<file path="config.mk">
export PLATFORM = sky130hd
export DESIGN_NAME = ball_motion
export DESIGN_NICKNAME = d
export VERILOG_FILES = /design/src/rtl/pong_pkg.sv /design/src/rtl/rate_tick.sv /design/src/rtl/ball_motion.sv
export SDC_FILE = /design/constraint.sdc
export NUM_CORES = 1
export LEC_CHECK = 0
export ABC_AREA = 1
export BUFFER_PORTS_ARGS = -buffer_cell sky130_fd_sc_hd__clkbuf_2
export CORE_MARGIN = 2
export CORE_UTILIZATION = 61
export CTS_BUF_LIST = sky130_fd_sc_hd__clkbuf_16
export CTS_CLUSTER_DIAMETER = 150
export CTS_CLUSTER_SIZE = 25
export DETAILED_ROUTE_END_ITERATION = 10
export PLACE_DENSITY = 0.85
export SLEW_MARGIN = 20
export SYNTH_ARGS = -nofsm -noshare
export SYNTH_HDL_FRONTEND = slang
export SYNTH_SLANG_ARGS = --single-unit
</file>
<file path="constraint.sdc">
create_clock -name clk_0 -period 2.8 [get_ports clk_0]
set_input_delay 0.28 -clock clk_0 [delete_from_list [all_inputs] [get_ports clk_0]]
set_output_delay 0.28 -clock clk_0 [all_outputs]
set_load 0.05 [all_outputs]
</file>
<file path="src/rtl/pong_pkg.sv">
// Shared pong geometry, clock constants and ball FSM state encoding.
// Paddle overlap helper used by the ball physics stage.
package pong_pkg;

    localparam int H_VIDEO    = 640;
    localparam int V_VIDEO    = 480;
    localparam int SQ_WIDTH   = 16;
    localparam int PDL_HEIGHT = 96;
    localparam int PDL_WIDTH  = 16;
    localparam int P1_X       = 16;
    localparam int P2_X       = 608;
    localparam int CLK_HZ     = 25_175_000;

    localparam logic [9:0] SQ_X_MAX = 10'(H_VIDEO - SQ_WIDTH);
    localparam logic [9:0] SQ_Y_MAX = 10'(V_VIDEO - SQ_WIDTH);
    localparam logic [9:0] SQ_X_C   = 10'((H_VIDEO - SQ_WIDTH) / 2);
    localparam logic [9:0] SQ_Y_C   = 10'((V_VIDEO - SQ_WIDTH) / 2);
    localparam logic [9:0] P1_FACE  = 10'(P1_X + PDL_WIDTH);
    localparam logic [10:0] P2_FACE = 11'(P2_X);

    typedef enum logic [1:0] {
        SERVE  = 2'd0,
        MOVING = 2'd1,
        MISSED = 2'd2
    } state_t;

    // Strict overlap: edge-touching rows do not count as a hit.
    function automatic logic pdl_overlap(
        input logic [9:0] sq_y,
        input logic [9:0] pdl_y
    );
        logic [10:0] sq_bot;
        logic [10:0] pdl_bot;
        sq_bot  = {1'b0, sq_y} + 11'(SQ_WIDTH);
        pdl_bot = {1'b0, pdl_y} + 11'(PDL_HEIGHT);
        return (sq_bot > {1'b0, pdl_y}) && ({1'b0, sq_y} < pdl_bot);
    endfunction

endpackage

</file>
<file path="src/rtl/rate_tick.sv">
// Programmable-period prescaler: one-cycle tick every i_period enabled cycles.
// Counter holds while disabled; i_clr restarts the period.
module rate_tick #(
    parameter int W = 32
) (
    input  logic         i_clk,
    input  logic         i_clr,
    input  logic         i_en,
    input  logic [W-1:0] i_period,
    output logic         o_tick
);

    logic [W-1:0] r_cnt;
    logic         w_last;

    // >= keeps the tick alive if the period shrinks below the count.
    assign w_last = (r_cnt >= i_period - W'(1));
    assign o_tick = i_en && !i_clr && w_last;

    always_ff @(posedge i_clk) begin
        if (i_clr) begin
            r_cnt <= '0;
        end else if (i_en) begin
            r_cnt <= w_last ? '0 : r_cnt + W'(1);
        end
    end

endmodule

</file>
<file path="src/rtl/ball_motion.sv">
// Ball physics: wall/paddle bounces, misses and timed serve from centre.
// Define BALL_SPEEDUP_EN to shorten the step period on each paddle hit.
module ball_motion
    import pong_pkg::*;
#(
    parameter int CLK_HZ      = pong_pkg::CLK_HZ,
    parameter int SPEED       = 300,
    parameter int SERVE_DELAY = 1000
) (
    input  logic       clk_0,
    input  logic       rst,
    input  logic       reset_game,
    input  logic       game_en,
    input  logic [9:0] p1_ypos,
    input  logic [9:0] ai_ypos,
    output logic [9:0] sq_xpos,
    output logic [9:0] sq_ypos,
    output logic       sq_xveldir,
    output logic       sq_yveldir,
    output logic       sq_missed,
    output logic       miss_side,
    output logic       pdl_hit
);

    localparam logic [31:0] STEP_BASE = 32'(CLK_HZ / SPEED);
    localparam logic [31:0] SERVE_CYC = 32'(SERVE_DELAY * (CLK_HZ / 1000));

    state_t      r_state;
    state_t      w_state_next;
    logic [9:0]  r_x;
    logic [9:0]  r_y;
    logic        r_xdir;
    logic        r_ydir;
    logic        r_missed;
    logic        r_miss_side;
    logic        r_pdl_hit;
    logic [5:0]  r_lfsr;

    logic        w_serve_en;
    logic        w_serve_clr;
    logic        w_serve_tick;
    logic        w_step_en;
    logic        w_step_clr;
    logic        w_step_tick;
    logic [31:0] w_step_period;

    logic        w_ai_hit;
    logic        w_p1_hit;
    logic        w_miss_r;
    logic        w_miss_l;
    logic        w_miss;

    assign w_ai_hit = r_xdir
                   && ({1'b0, r_x} + 11'(SQ_WIDTH) == P2_FACE)
                   && pdl_overlap(r_y, ai_ypos);
    assign w_p1_hit = !r_xdir
                   && (r_x == P1_FACE)
                   && pdl_overlap(r_y, p1_ypos);
    assign w_miss_r = r_xdir && !w_ai_hit && (r_x == SQ_X_MAX);
    assign w_miss_l = !r_xdir && !w_p1_hit && (r_x == 10'd0);
    assign w_miss   = w_miss_r || w_miss_l;

    always_ff @(posedge clk_0) begin
        if (rst) begin
            r_state <= SERVE;
        end else if (reset_game) begin
            r_state <= SERVE;
        end else if (game_en) begin
            r_state <= w_state_next;
        end
    end

    always_comb begin
        w_state_next = r_state;
        unique case (r_state)
            SERVE:   if (w_serve_tick) w_state_next = MOVING;
            MOVING:  if (w_step_tick && w_miss) w_state_next = MISSED;
            MISSED:  w_state_next = SERVE;
            default: w_state_next = SERVE;
        endcase
    end

    always_comb begin
        w_serve_en  = game_en && (r_state == SERVE);
        w_step_en   = game_en && (r_state == MOVING);
        w_serve_clr = rst || reset_game || (r_state != SERVE);
        w_step_clr  = rst || reset_game || (r_state != MOVING);
    end

    rate_tick #(.W(32)) u_serve (
        .i_clk    (clk_0),
        .i_clr    (w_serve_clr),
        .i_en     (w_serve_en),
        .i_period (SERVE_CYC),
        .o_tick   (w_serve_tick)
    );

    rate_tick #(.W(32)) u_step (
        .i_clk    (clk_0),
        .i_clr    (w_step_clr),
        .i_en     (w_step_en),
        .i_period (w_step_period),
        .o_tick   (w_step_tick)
    );

`ifdef BALL_SPEEDUP_EN
    logic [3:0]  r_hits;
    logic [31:0] w_cut;

    // Eight hits take base - 8*base/16 = base/2, the clamp point.
    assign w_cut         = (STEP_BASE * {28'd0, r_hits}) >> 4;
    assign w_step_period = STEP_BASE - w_cut;

    always_ff @(posedge clk_0) begin
        if (rst || reset_game) begin
            r_hits <= '0;
        end else if (game_en) begin
            if (r_state == MISSED) begin
                r_hits <= '0;
            end else if (w_step_tick && (w_ai_hit || w_p1_hit)
                         && (r_hits != 4'd8)) begin
                r_hits <= r_hits + 4'd1;
            end
        end
    end
`else
    assign w_step_period = STEP_BASE;
`endif

    always_ff @(posedge clk_0) begin
        if (rst) begin
            r_lfsr <= 6'h1F;
        end else begin
            r_lfsr <= {r_lfsr[4:0], r_lfsr[5] ^ r_lfsr[4]};
        end
    end

    always_ff @(posedge clk_0) begin
        if (rst || reset_game) begin
            r_x         <= SQ_X_C;
            r_y         <= SQ_Y_C;
            r_xdir      <= 1'b0;
            r_ydir      <= 1'b0;
            r_missed    <= 1'b0;
            r_miss_side <= 1'b0;
            r_pdl_hit   <= 1'b0;
        end else begin
            r_missed  <= 1'b0;
            r_pdl_hit <= 1'b0;
            if (game_en) begin
                unique case (r_state)
                    SERVE: begin
                        r_x <= SQ_X_C;
                        r_y <= SQ_Y_C;
                        if (w_serve_tick) r_ydir <= r_lfsr[0];
                    end
                    MOVING: begin
                        if (w_step_tick) begin
                            if (r_ydir && (r_y == SQ_Y_MAX)) begin
                                r_ydir <= 1'b0;
                                r_y    <= r_y - 10'd1;
                            end else if (!r_ydir && (r_y == 10'd0)) begin
                                r_ydir <= 1'b1;
                                r_y    <= r_y + 10'd1;
                            end else begin
                                r_y <= r_ydir ? r_y + 10'd1 : r_y - 10'd1;
                            end

                            if (w_ai_hit) begin
                                r_xdir    <= 1'b0;
                                r_x       <= r_x - 10'd1;
                                r_pdl_hit <= 1'b1;
                            end else if (w_p1_hit) begin
                                r_xdir    <= 1'b1;
                                r_x       <= r_x + 10'd1;
                                r_pdl_hit <= 1'b1;
                            end else if (w_miss) begin
                                r_missed    <= 1'b1;
                                r_miss_side <= w_miss_r;
                            end else begin
                                r_x <= r_xdir ? r_x + 10'd1 : r_x - 10'd1;
                            end
                        end
                    end
                    MISSED: begin
                        r_x    <= SQ_X_C;
                        r_y    <= SQ_Y_C;
                        r_xdir <= r_miss_side;
                    end
                    default: ;
                endcase
            end
        end
    end

    assign sq_xpos    = r_x;
    assign sq_ypos    = r_y;
    assign sq_xveldir = r_xdir;
    assign sq_yveldir = r_ydir;
    assign sq_missed  = r_missed;
    assign miss_side  = r_miss_side;
    assign pdl_hit    = r_pdl_hit;

endmodule

</file>
==> summary.md, run 1 <==
| Metric | Value |
|---|---|
| Outcome | finished, final reports clean |
| WL final | 14.27 mm |
| Design area | 0.007078 sq mm |
| GPL Wtd Cong | 0.9643 |
| Routed length per placed instance | 12.61 um |
| GRT met1 Usage | 32.11% |
| Crit path max-delay family | simple AND/OR/NAND/NOR gates |
| CP Buf/Inv Count | 3 |
| Unrepaired setup endpoints after global routing | no |
| Critical Path End Type | register |
| Met2 Track Usage GR | 47.16% |
| Crit path DAT | 2.82 ns |
| Rel. slew slack | 63.97% |
| Worst Hold Class | primary input to register |
| CTS sink cnt | 97 |
| Most used cell, CP | nand2_1 |
| Initial antenna violation count | 0 |
| Syn Std Cell Area | 0.006367 sq mm |
| Fin. max-slew vios | 0 |
| Final std cells w/o fill | 1131 |
| Syn_nets | 1010 |
| Power density over the cells | 414.0 mW/mm^2 |
| Synth area leaders | dfxtp_1, nand2_1, ha_1 |
| Critical path type | register to register |
| Share of layout cells above drive strength 1 | 11.56% |
| Root Buffer | clkbuf_16 |
| Final Skew | 0.01066 ns |
| Worst-Skew Late Latency | 0.34 ns |
| Hpwl dp | 10.70 mm |
| Max Cap Viol | 0 |
| Clock Path Buffers | 2 |
| Io pins | 49 |
| CTS tree | built |
| Total Die Area | 0.01127 sq mm |
| GRT overflow | 0 |
| Post-Synthesis Cells | 943 |
| Port bufs | 48 |
| Rows | 37 |
| Worst vdd ir | 0.3920 mV |
| Antenna Violating Nets Remaining | 0 |
| Initial Util | 62.24% |
| Area growth from synthesis to layout | 11.16% |
| Setup Viol. Count Final | 0 |
| Die X-Extent | 106.2 um |
| Required @ worst endpoint | 3.03 ns |
| Top cell type's share of synthesized area | 30.50% |
| Crit path cell chain | inv_1 -> ha_1 -> ha_1 -> nand2_1 -> inv_1 -> a21oi_1 -> nand2_1 -> nand2_1 -> nand2_1 -> nand3_2 -> nand3_1 -> nand2_2 -> nand2_4 -> buf_12 -> a21oi_1 -> nor2_1 |
| Final TNS setup | 0 ns |
| Total track usage | 26.65% |
| CTS Hold Bufs | 0 |
| Seq/Total Area, Yosys | 30.50% |
| Crit-path max FO | 9 |
| Async S/R FF share, synth | 0% |
| Largest stage delay, worst path | 0.41 ns |
| Area leader, netlist | dfxtp_1 |
| Met3 Use GR | 4.414% |
| Pwr Total | 0.002930 W |
| First-pass GRT wire length | 24.71 mm |
| FMAX | 386.1 MHz |
| Inserted Diodes | 0 |
| DR vias | 6078 |
| Final period util | 92.50% |
| Htree depth | 3 |
| Yosys warns | 0 |
| Slew @ Worst Pin | 0.5392 ns |
| Pin count of the biggest net entering global routing | 26 |
| Core area | 0.01023 sq mm |
| Die Height | 106.2 um |
| Netlist cell types | 41 |
| Hold Violations, Final | 0 |
| Pleak | 3.249 nW |
| Via-per-instance ratio | 5.374 |
| Register bit total from synthesis | 97 |
| Min Tclk post-route | 2.590 ns |
| Nets | 1057 |
| Inst Count DP | 1114 |
| DRC Markers | 0 |
| Critical path's slowest cell | dfxtp_4 |
| Initial DRC count | 255 |
| Placed Instance Area | 0.006729 sq mm |
| Vias in the first global route | 5749 |
| Most used flip-flop cell after synthesis | dfxtp_1 |
| Setup crit start kind | register |
| Clock slew at reported path FFs | 0.07 ns |
| EDFF count, synth | 0 |
| CTS Buf Count | 9 |
| GRT busiest layer | met2 |
| Initial DRT Pass Iterations | 5 |
| Mapped Avg Cell Area | 6.752 sq um |
-- cells in the mapped netlist (2+ instances only) --
cell type  count
xor2_1        37
nand3_1       72
a211oi_1       3
nand2_2        8
or2_2          5
nor2_8         3
o21a_1         3
nor3_1        50
nor2_1       109
inv_2          3
o21ai_1        4
nand3b_1       4
nand4_1       23
a21o_1         3
a21oi_1       48
o21ai_0       25
nand2_1      193
nor4_1         7
nand2_4        3
nor3b_1        5
buf_2          5
ha_1          43
dfxtp_1       97
inv_1        136
a31oi_1        2
o211ai_1       9
xnor2_1        5
nor2_2         5
buf_4          2
o22ai_1        3
buf_6          4
nor2_4         3
clkbuf_1      13
-- report_power, final --
group | internal, W | total [W] | switching [W]
Clock | 0.000692 | 0.00122 | 0.000530
Combinational | 0.000109 | 0.000299 | 0.000189
Sequential | 0.00139 | 0.00141 | 0.0000201
Total | 0.00219 | 0.00293 | 0.000740
-- through the flow --
stage	setup slack (ns)	hold slack (ns)	utilization [%]
4_1_cts	0.07007	0.1949	68.69
3_5_place_dp	0.06601	0.3923	65.77
5_1_grt	0.02807	0.2231	69.18
3_3_place_gp	0.1784	0.3928	65.77
6_report	0.2101	0.2011	69.18
2_1_floorplan	0.05040	0.3524	-
-- registers in the layout, summed over array words and instances, names as in the netlist --
register	count
u_serve.r_cnt	32
u_step.r_cnt	32
sq_xpos	10
sq_ypos	10
r_lfsr	6
r_state	2
miss_side	1
pdl_hit	1
sq_missed	1
sq_xveldir	1
sq_yveldir	1
-- worst reg2reg max path: stages (launching register included) --
cell	delay, ns
dfxtp_4	0.41
inv_1	0.12
ha_1	0.34
ha_1	0.31
nand2_1	0.09
inv_1	0.06
a21oi_1	0.14
nand2_1	0.07
nand2_1	0.08
nand2_1	0.06
nand3_2	0.13
nand3_1	0.10
nand2_2	0.12
nand2_4	0.09
buf_12	0.15
a21oi_1	0.14
nor2_1	0.08
-- timing repair --
| action | 4_1_cts | 5_1_grt |
|---|---|---|
| pin swaps | 0 | 1 |
| resized for setup | 1 | 8 |
| hold endpoints to repair | 0 | 0 |
| cloned | 0 | 0 |
| setup endpoints to repair | 1 | 12 |
| buffers inserted | 0 | 1 |
-- final cells by class --
cell class | count | area, sq um
Sequential cell | 97 | 1952
Tap cell | 136 | 170.2
Fill cell | 892 | 3153
Clock buffer | 9 | 225.2
Inverter | 140 | 528.0
Clock inverter | 7 | 71.32
Multi-Input combinational cell | 682 | 3789
Timing Repair Buffer | 60 | 342.8
-- final timing paths --
kind | slack, ns | endpoint | start | cells after the start
setup / recovery | 0.21 | sq_xpos[6]$_SDFFE_PP0P_ | sq_ypos[5]$_SDFFE_PP1P_ | 16
hold / removal | 0.20 | r_lfsr[5]$_SDFF_PP0_ | rst | 2
hold reg to reg | 0.41 | r_lfsr[3]$_SDFF_PP1_ | r_lfsr[2]$_SDFF_PP1_ | 1
setup reg to reg | 0.21 | sq_xpos[6]$_SDFFE_PP0P_ | sq_ypos[5]$_SDFFE_PP1P_ | 16
-- cell families after synthesis --
kind of cell               after synthesis  synth area share [%]
and+or+nand+nor                        492                 35.53
buffers and inverters                  164                 10.39
AOI/OAI and AO/OA                      105                 9.353
DFF                                     97                 30.50
adders and majority gates               43                 8.450
xor gates and xnor gates                42                 5.777
-- layout by cell type (no fill, tap or decap), drive strengths merged, types with 4 or more instances in the layout --
cell type / instances
a21oi: 48
nand2: 204
nor3: 50
dfxtp: 97
xor2: 37
clkbuf: 57
or2: 5
xnor2: 5
ha: 43
nor4: 8
nand3: 73
nand4: 23
buf: 12
o21ai: 29
nor3b: 5
nand3b: 4
o211ai: 9
inv: 143
nor2: 120
-- routing by layer --
metal,vias up,share of wire (%)
met1,2733,44
li1,3164,-
met4,0,2.7
met2,150,49
met5,-,0
met3,31,4.2
(Power assumes the default switching activity.)
==> inputs of run 2 (changes only) <==
--- a/config.mk
+++ b/config.mk
@@ -8,13 +8,14 @@
 export ABC_AREA = 1
 export BUFFER_PORTS_ARGS = -buffer_cell sky130_fd_sc_hd__clkbuf_2
 export CORE_MARGIN = 2
-export CORE_UTILIZATION = 61
+export CORE_UTILIZATION = 69
 export CTS_BUF_LIST = sky130_fd_sc_hd__clkbuf_16
 export CTS_CLUSTER_DIAMETER = 150
 export CTS_CLUSTER_SIZE = 25
 export DETAILED_ROUTE_END_ITERATION = 10
-export PLACE_DENSITY = 0.85
+export PLACE_DENSITY = 0.92
 export SLEW_MARGIN = 20
 export SYNTH_ARGS = -nofsm -noshare
 export SYNTH_HDL_FRONTEND = slang
+export SYNTH_HIERARCHICAL = 1
 export SYNTH_SLANG_ARGS = --single-unit
==> constraint.sdc (replaced) <==
create_clock -name clk_0 -period 3.1 [get_ports clk_0]
set_input_delay 0.31 -clock clk_0 [delete_from_list [all_inputs] [get_ports clk_0]]
set_output_delay 0.31 -clock clk_0 [all_outputs]
set_load 0.05 [all_outputs]
==> summary.md, run 2 <==
| Metric | Value |
|---|---|
| Clk network pwr share | 38.1% (-3.6 points) |
| Setup Viol. Count Final | 0 (unchanged) |
| Compound-gate portion of the synthesized area | 6.405% (-2.9 points) |
| Total track usage | 30.85% (+4.2 points) |
| Rows | 43 (+16%) |
| DRC Markers | 0 (unchanged) |
| First-pass GRT wire length | 38.50 mm (+56%) |
| Syn Std Cell Area | 0.009826 sq mm (+54%) |
| Hpwl dp | 18.24 mm (+70%) |
| Initial DRT Pass Iterations | 5 (unchanged) |
| Die X-Extent | 123.3 um (+16%) |
| Multiplexer area fraction after synthesis | 0.2037% (+0.20 points) |
| Critical Path End Type | register |
| CTS sink cnt | 97 (unchanged) |
| Root Buffer | clkbuf_16 |
| Largest family of logic cells by synthesized area | simple AND/OR/NAND/NOR gates |
| Area of the multi-input gates | 0.007637 sq mm (+100%) |
| Required @ worst endpoint | 3.34 ns (+0.31 ns) |
| Htree depth | 3 (unchanged) |
| Area growth from synthesis to layout | 13.61% |
| Fillers | 1007 (+13%) |
| Post-Synthesis Cells | 1495 (+59%) |
| CTS tree | built |
| Initial antenna violation count | 0 (unchanged) |
| Pin count of the biggest net entering global routing | 33 (+27%) |
| Mapped Avg Cell Area | 6.572 sq um (-2.7%) |
| Crit path cell chain | nand2_4 -> nor3_1 -> xor2_1 -> ha_1 -> inv_1 -> o21ai_0 -> nor2_1 -> nand2_2 -> nand3_2 -> nand3_2 -> nand2_2 -> nand2_4 -> nand2_4 -> nand2_1 -> nand2_1 -> nor2_1 |
| Total Die Area | 0.01521 sq mm (+35%) |
| Inserted Diodes | 0 (unchanged) |
| Largest registers | u_serve/r_cnt: 32 flops, u_step/r_cnt: 32 flops |
| Critical path's slowest cell | dfxtp_1 |
| Final TNS setup | 0 ns (unchanged) |
| Io pins | 49 (unchanged) |
| Synth Area in Adders | 13.88% (+5.4 points) |
| Die Height | 123.3 um (+16%) |
| Critical path type | register to register |
| Power share of the combinational group | 15.2% (+5.0 points) |
| Register bit total from synthesis | 97 (unchanged) |
| Hold Violations, Final | 0 (unchanged) |
| GRT overflow | 0 (unchanged) |
| Power density over the cells | 243.1 mW/mm^2 (-41%) |
| Final period util | 92.16% (-0.33 points) |
| FMAX | 350.0 MHz (-9.4%) |
| Min Tclk post-route | 2.857 ns (+0.2672 ns) |
| Most used flip-flop cell after synthesis | dfxtp_1 |
| Outcome | finished, final reports clean |
| Setup crit start kind | register |
| Core area | 0.01388 sq mm (+36%) |
| Simple-Gate Fraction of Synth Area | 38.77% (+3.2 points) |
| EDFF count, synth | 0 (unchanged) |
| Synth area leaders | dfxtp_1, ha_1, nand2_1 |
| Nets | 1852 (+75%) |
| CTS Buf Count | 9 (unchanged) |
| Worst-Skew Late Latency | 0.35 ns (about the same) |
| Port bufs | 48 (unchanged) |
| Most frequent cells after synthesis | nand2_1, nor2_1, inv_1 |
| Routed length per placed instance | 11.83 um (-6.2%) |
| Yosys warns | 6 (+6) |
| Count leader, synth | nand2_1 |
| Vias in the first global route | 8797 (+53%) |
| Area leader, netlist | dfxtp_1 |
| Pleak | 5.536 nW (+70%) |
| Power Internal | 0.001946 W (-11%) |
| Most frequent cells in the layout | nand2_1, nor2_1, inv_1 |
| WL final | 22.52 mm (+58%) |
| Final worst slack | 0.2429 ns (+0.03284 ns) |
| Crit path DAT | 3.10 ns (+0.28 ns) |
| Most used cell, CP | nand2_4 |
| Antenna Violating Nets Remaining | 0 (unchanged) |
| # Post-CTS Setup Buffers | 0 (unchanged) |
| Max Cap Viol | 0 (unchanged) |
| Xor-xnor portion of the synthesized cell area | 11.59% (+5.8 points) |
| Initial DRC count | 949 (+270%) |
| Netlist cell types | 46 (+12%) |
| Final Skew | 0.01075 ns (+0.00009660 ns) |
| Fin. max-slew vios | 0 (unchanged) |
| Seq/Total Area, Yosys | 19.76% (-11 points) |
| Share of layout cells above drive strength 1 | 9.629% (-1.9 points) |
| Worst Hold Class | primary input to register |
| Unrepaired setup endpoints after global routing | no |
| Via-per-instance ratio | 5.098 (-5.1%) |
| DR vias | 9706 (+60%) |
| Rel. slew slack | 65.88% (+1.9 points) |
| Slew @ Worst Pin | 0.5064 ns (-0.03276 ns) |
| Clock slew at reported path FFs | 0.07 ns (about the same) |
| Top cell type's share of synthesized area | 19.76% (-11 points) |
| Async S/R FF share, synth | 0% (unchanged) |
| Worst vdd ir | 0.2399 mV (-39%) |
| Area of all sequential standard cells | 0.001944 sq mm (-0.38%) |
| Commonest non-fill, non-tap cell in the layout | nand2_1 |
| Clock Path Buffers | 2 (unchanged) |
| Largest stage delay, worst path | 0.56 ns (+0.15 ns) |
| Crit-path max FO | 12 (+3) |
| GPL Wtd Cong | 0.9953 (+3.2%) |
| Switching pwr | 0.0007677 W (+3.8%) |
| Pre-CTS setup slack | 0.3408 ns (+0.2747 ns) |
| Initial Util | 70.79% (+8.6 points) |
| Net Sw Frac | 28.29% (+3.1 points) |
| Sequential Power Share | 46.7% (-1.4 points) |
## run 2: cell count changes after synthesis, moves of 11 or more
cell	change
inv_1	+57
xor2_1	+50
xnor2_1	+38
nor2_1	+121
nand4_1	+22
nor2_4	+13
nor3_1	-11
ha_1	+66
nand2_1	+138
## run 2: critical path: cells and delay by family (launching register included)
| kind | cells | cell delay [ns] |
|---|---|---|
| AO/OA/AOI/OAI | 1 | 0.08 |
| XOR/XNOR | 1 | 0.24 |
| adder cells (fa/ha/maj) | 1 | 0.33 |
| buffers and inverters | 1 | 0.07 |
| flip-flops | 1 | 0.56 |
| AND/OR/NAND/NOR | 12 | 1.45 |
## run 2: logic make-up (layout without fill, tap and decap cells)
group                    Yosys count  after routing
AO/OA/AOI/OAI                    111            111
XOR/XNOR                         130            130
adder cells (fa/ha/maj)          109            109
buffers and inverters            225            276
flip-flops                        97             97
multiplexers                       2              2
other                              2            180
AND/OR/NAND/NOR                  819            819
## run 2: area by class of cell
type / instances / area share [%]
clock inverters: 7 / 0.4147
inverters: 199 / 6.691
repair buffers: 61 / 3.026
well taps: 180 / 2.017
clock buffers: 9 / 2.017
flip-flops and latches: 97 / 17.42
multi-input cells: 1351 / 68.42
## run 2: final timing paths
kind | startpoint | endpoint | slack (ns) | depth (start not counted)
worst max-delay path | sq_ypos[6]$_SDFFE_PP1P_ | sq_xpos[2]$_SDFFE_PP0P_ | 0.24 | 16
worst min-delay path | rst | r_lfsr[5]$_SDFF_PP0_ | 0.23 | 2
worst max register to register | sq_ypos[6]$_SDFFE_PP1P_ | sq_xpos[2]$_SDFFE_PP0P_ | 0.24 | 16
worst min register to register | r_lfsr[3]$_SDFF_PP1_ | r_lfsr[4]$_SDFF_PP1_ | 0.42 | 1
## run 2: timing repair
| item | in CTS | in global routing |
|---|---|---|
| hold buffers | 0 | 0 |
| endpoints found under the hold margin | 0 | 0 |
| resized for setup | 0 | 2 |
| endpoints found under the setup margin | 0 | 4 |
## run 2: power by group through the flow
| stage | Sequential [W] | Combinational [W] | Clock, W |
|---|---|---|---|
| after floorplan | 0.00130 | 0.000311 | 0 |
| after global placement | 0.00129 | 0.000373 | 0 |
| after detailed placement | 0.00129 | 0.000387 | 0 |
| after CTS | 0.00127 | 0.000389 | 0.00104 |
| after global routing | 0.00127 | 0.000479 | 0.00109 |
| final | 0.00127 | 0.000413 | 0.00103 |
## run 2: metal layers
| metal | share of wire [%] | track usage (%) | vias up |
|---|---|---|---|
| met1 | 46 | 41.16 | 4291 |
| met5 | 0 | 0 | - |
| met4 | 1.6 | 8.949 | 0 |
| met3 | 6.3 | 4.428 | 47 |
| met2 | 46 | 51.72 | 308 |
| li1 | - | - | 5060 |
## run 2: through the flow
stage | hold slack [ns] | area [sq um] | utilization [%] | power, W | cells
6_report | 0.2317 | 11160 | 80.42 | 0.002713 | 1904
5_1_grt | 0.2542 | 11160 | 80.42 | 0.002836 | 1904
3_3_place_gp | 0.3948 | 10890 | 78.45 | 0.001667 | 1888
2_1_floorplan | 0.3824 | 10490 | - | 0.001611 | 1673
4_1_cts | 0.2225 | 11160 | 80.40 | 0.002696 | 1904
3_5_place_dp | 0.4014 | 10890 | 78.45 | 0.001681 | 1888
==> inputs of run 3 (changes only) <==
--- a/config.mk
+++ b/config.mk
@@ -8,14 +8,12 @@
 export ABC_AREA = 1
 export BUFFER_PORTS_ARGS = -buffer_cell sky130_fd_sc_hd__clkbuf_2
 export CORE_MARGIN = 2
-export CORE_UTILIZATION = 69
+export CORE_UTILIZATION = 66
 export CTS_BUF_LIST = sky130_fd_sc_hd__clkbuf_16
 export CTS_CLUSTER_DIAMETER = 150
 export CTS_CLUSTER_SIZE = 25
 export DETAILED_ROUTE_END_ITERATION = 10
-export PLACE_DENSITY = 0.92
-export SLEW_MARGIN = 20
+export PLACE_DENSITY = 0.9
 export SYNTH_ARGS = -nofsm -noshare
 export SYNTH_HDL_FRONTEND = slang
-export SYNTH_HIERARCHICAL = 1
 export SYNTH_SLANG_ARGS = --single-unit
==> summary.md, run 3 (synthesis results as in run 1) <==
| Metric | Value |
|---|---|
| Port bufs | 48 (unchanged) |
| Vias in the first global route | 5504 (-37%) |
| Rows | 35 (-19%) |
| Initial antenna violation count | 0 (unchanged) |
| Nets | 1055 (-43%) |
| DRC Markers | 0 (unchanged) |
| Io pins | 49 (unchanged) |
| Hold depth | 2 (unchanged) |
| Placed Instance Area | 0.006710 sq mm (-38%) |
| Hold Violations, Final | 0 (unchanged) |
| Reg2Reg Depth | 17 (+1) |
| Root Buffer | clkbuf_16 |
| Max Cap Viol | 0 (unchanged) |
| Final TNS setup | 0 ns (unchanged) |
| # Post-CTS Setup Buffers | 0 (unchanged) |
| Register-to-Register Setup Slack | 0.30 ns (+0.06 ns) |
| Unrepaired setup endpoints after global routing | no |
| Clock slew at reported path FFs | 0.07 ns (about the same) |
| Hpwl dp | 11.08 mm (-39%) |
| Critical path type | register to register |
| Core area | 0.009284 sq mm (-33%) |
| Most used cell, CP | nand2_1 |
| Worst-Skew Late Latency | 0.34 ns (about the same) |
| Largest registers | u_serve.r_cnt: 32 flops, u_step.r_cnt: 32 flops |
| Min Tclk post-route | 2.802 ns (-0.05519 ns) |
| Crit path max-delay family | simple AND/OR/NAND/NOR gates |
| Crit path cell chain | ha_2 -> xor2_1 -> ha_1 -> nand2_1 -> inv_1 -> a21oi_1 -> nand2_1 -> nand2_1 -> nand2_1 -> nand3_2 -> nand3_1 -> nand2_1 -> nand2_2 -> nand2_4 -> nand2_1 -> nand2_1 -> nor2_1 |
| Pleak | 3.208 nW (-42%) |
| Setup crit start kind | register |
| CP Buf/Inv Count | 1 (unchanged) |
| Total track usage | 29.22% (-1.6 points) |
| Commonest non-fill, non-tap cell in the layout | nand2_1 |
| Final Skew | 0.01139 ns (+0.0006404 ns) |
| CTS Buf Count | 9 (unchanged) |
| Final period util | 90.38% (-1.8 points) |
| Most frequent cells in the layout | nand2_1, inv_1, nor2_1 |
| Pin count of the biggest net entering global routing | 26 (-21%) |
| Via-per-instance ratio | 5.504 (+8.0%) |
| Worst vdd ir | 0.3269 mV (+36%) |
| Initial DRT Pass Iterations | 5 (unchanged) |
| DR vias | 6170 (-36%) |
| Routed length per placed instance | 13.05 um (+10%) |
| CTS Hold Bufs | 0 (unchanged) |
| Power density over the cells | 374.2 mW/mm^2 (+54%) |
| Worst Hold Class | primary input to register |
| Total Die Area | 0.01045 sq mm (-31%) |
| Critical path's slowest cell | dfxtp_1 |
| Largest stage delay, worst path | 0.49 ns (-0.07 ns) |
| Crit-path max FO | 11 (-1) |
| Die Height | 102.2 um (-17%) |
| Die X-Extent | 102.2 um (-17%) |
| Critical Path End Type | register |
| Hold Crit Endpoint | r_lfsr[5]$_SDFF_PP0_ |
| Design area | 0.006999 sq mm (-37%) |
| Htree depth | 3 (unchanged) |
| Share of layout cells above drive strength 1 | 10.79% (+1.2 points) |
| R2r endpoint | sq_xpos[2]$_SDFFE_PP0P_ |
| Fin. max-slew vios | 0 (unchanged) |
| Initial DRC count | 391 (-59%) |
| GPL Wtd Cong | 0.9409 (-5.5%) |
| Crit path DAT | 3.03 ns (-0.07 ns) |
| WL final | 14.63 mm (-35%) |
| Area growth from synthesis to layout | 9.923% |
| CTS tree | built |
| CTS sink cnt | 97 (unchanged) |
| Worst r2r src | sq_ypos[5]$_SDFFE_PP1P_ |
| GRT overflow | 0 (unchanged) |
| Slew @ Worst Pin | 0.5832 ns (+0.07676 ns) |
| Hold Crit Start | rst |
| Rel. slew slack | 61.03% (-4.9 points) |
| Antenna Violating Nets Remaining | 0 (unchanged) |
| Setup Viol. Count Final | 0 (unchanged) |
| First-pass GRT wire length | 24.46 mm (-36%) |
| FMAX | 356.9 MHz (+2.0%) |
| Initial Util | 68.58% (-2.2 points) |
| Outcome | finished, final reports clean |
| Crit path from | sq_ypos[5]$_SDFFE_PP1P_ |
| Inserted Diodes | 0 (unchanged) |
| Clock Path Buffers | 2 (unchanged) |
| Required @ worst endpoint | 3.33 ns (about the same) |
[run 3: changes by cell type in the layout (fill, tap and decap cells not counted), sizes merged, moves of 16 or more]
cell | previous run | this run
inv | 200 | 140
conb | 180 | 0
ha | 109 | 43
xnor2 | 43 | 5
nand4 | 45 | 23
xor2 | 87 | 37
nand2 | 356 | 204
nand3 | 89 | 73
nor2 | 262 | 120
[run 3: worst max-delay path by stage]
stage / depth (start not counted) / slack [ns] / endpoint
after floorplan: 15 / 0.18 / sq_xpos[9]$_SDFFE_PP0P_
after global placement: 15 / 0.40 / sq_xpos[1]$_SDFFE_PP0P_
after detailed placement: 17 / 0.31 / sq_xpos[2]$_SDFFE_PP0P_
after CTS: 17 / 0.29 / sq_xpos[2]$_SDFFE_PP0P_
after global routing: 17 / 0.08 / sq_xpos[2]$_SDFFE_PP0P_
final: 17 / 0.30 / sq_xpos[2]$_SDFFE_PP0P_
[run 3: layout make-up]
cell class              instances  area (sq um)
inverters                     140         528.0
multi-input cells             682          3766
repair buffers                 58         315.3
well taps                     129         161.4
fillers                       765          2285
flip-flops and latches         97          1943
clock inverters                 6         60.06
clock buffers                   9         225.2
[run 3: power breakdown]
group | internal, W | switching [W] | total [W] | leakage (nW)
Combinational | 0.0000989 | 0.000175 | 0.000274 | 2.28
Sequential | 0.00126 | 0.0000182 | 0.00127 | 0.785
Clock | 0.000616 | 0.000455 | 0.00107 | 0.140
Total | 0.00197 | 0.000648 | 0.00262 | 3.21
[run 3: per-layer routing]
metal  up-vias  GRT usage [%]  part of all wire [%]
met4         0          6.359                   1.2
met1      2815          38.81                    46
met5         -              0                     0
met3        24          5.540                   6.0
met2       176          49.70                    47
li1       3155              -                     -
[run 3: repair_timing]
action | CTS | global route
resized for setup | 0 | 2
endpoints found under the setup margin | 0 | 5
hold endpoints to repair | 0 | 0
[run 3: per-stage QoR]
step / hold slack, ns / instances / setup slack [ns] / power [W] / utilization, %
floorplan: 0.3824 / 943 / 0.1813 / 0.001497 / -
global placement: 0.3980 / 1106 / 0.3993 / 0.001564 / 72.28
detailed placement: 0.4038 / 1106 / 0.3080 / 0.001570 / 72.28
CTS: 0.2135 / 1121 / 0.2937 / 0.002631 / 75.35
global route: 0.2358 / 1121 / 0.07927 / 0.002718 / 75.39
finish: 0.2198 / 1121 / 0.2981 / 0.002619 / 75.39
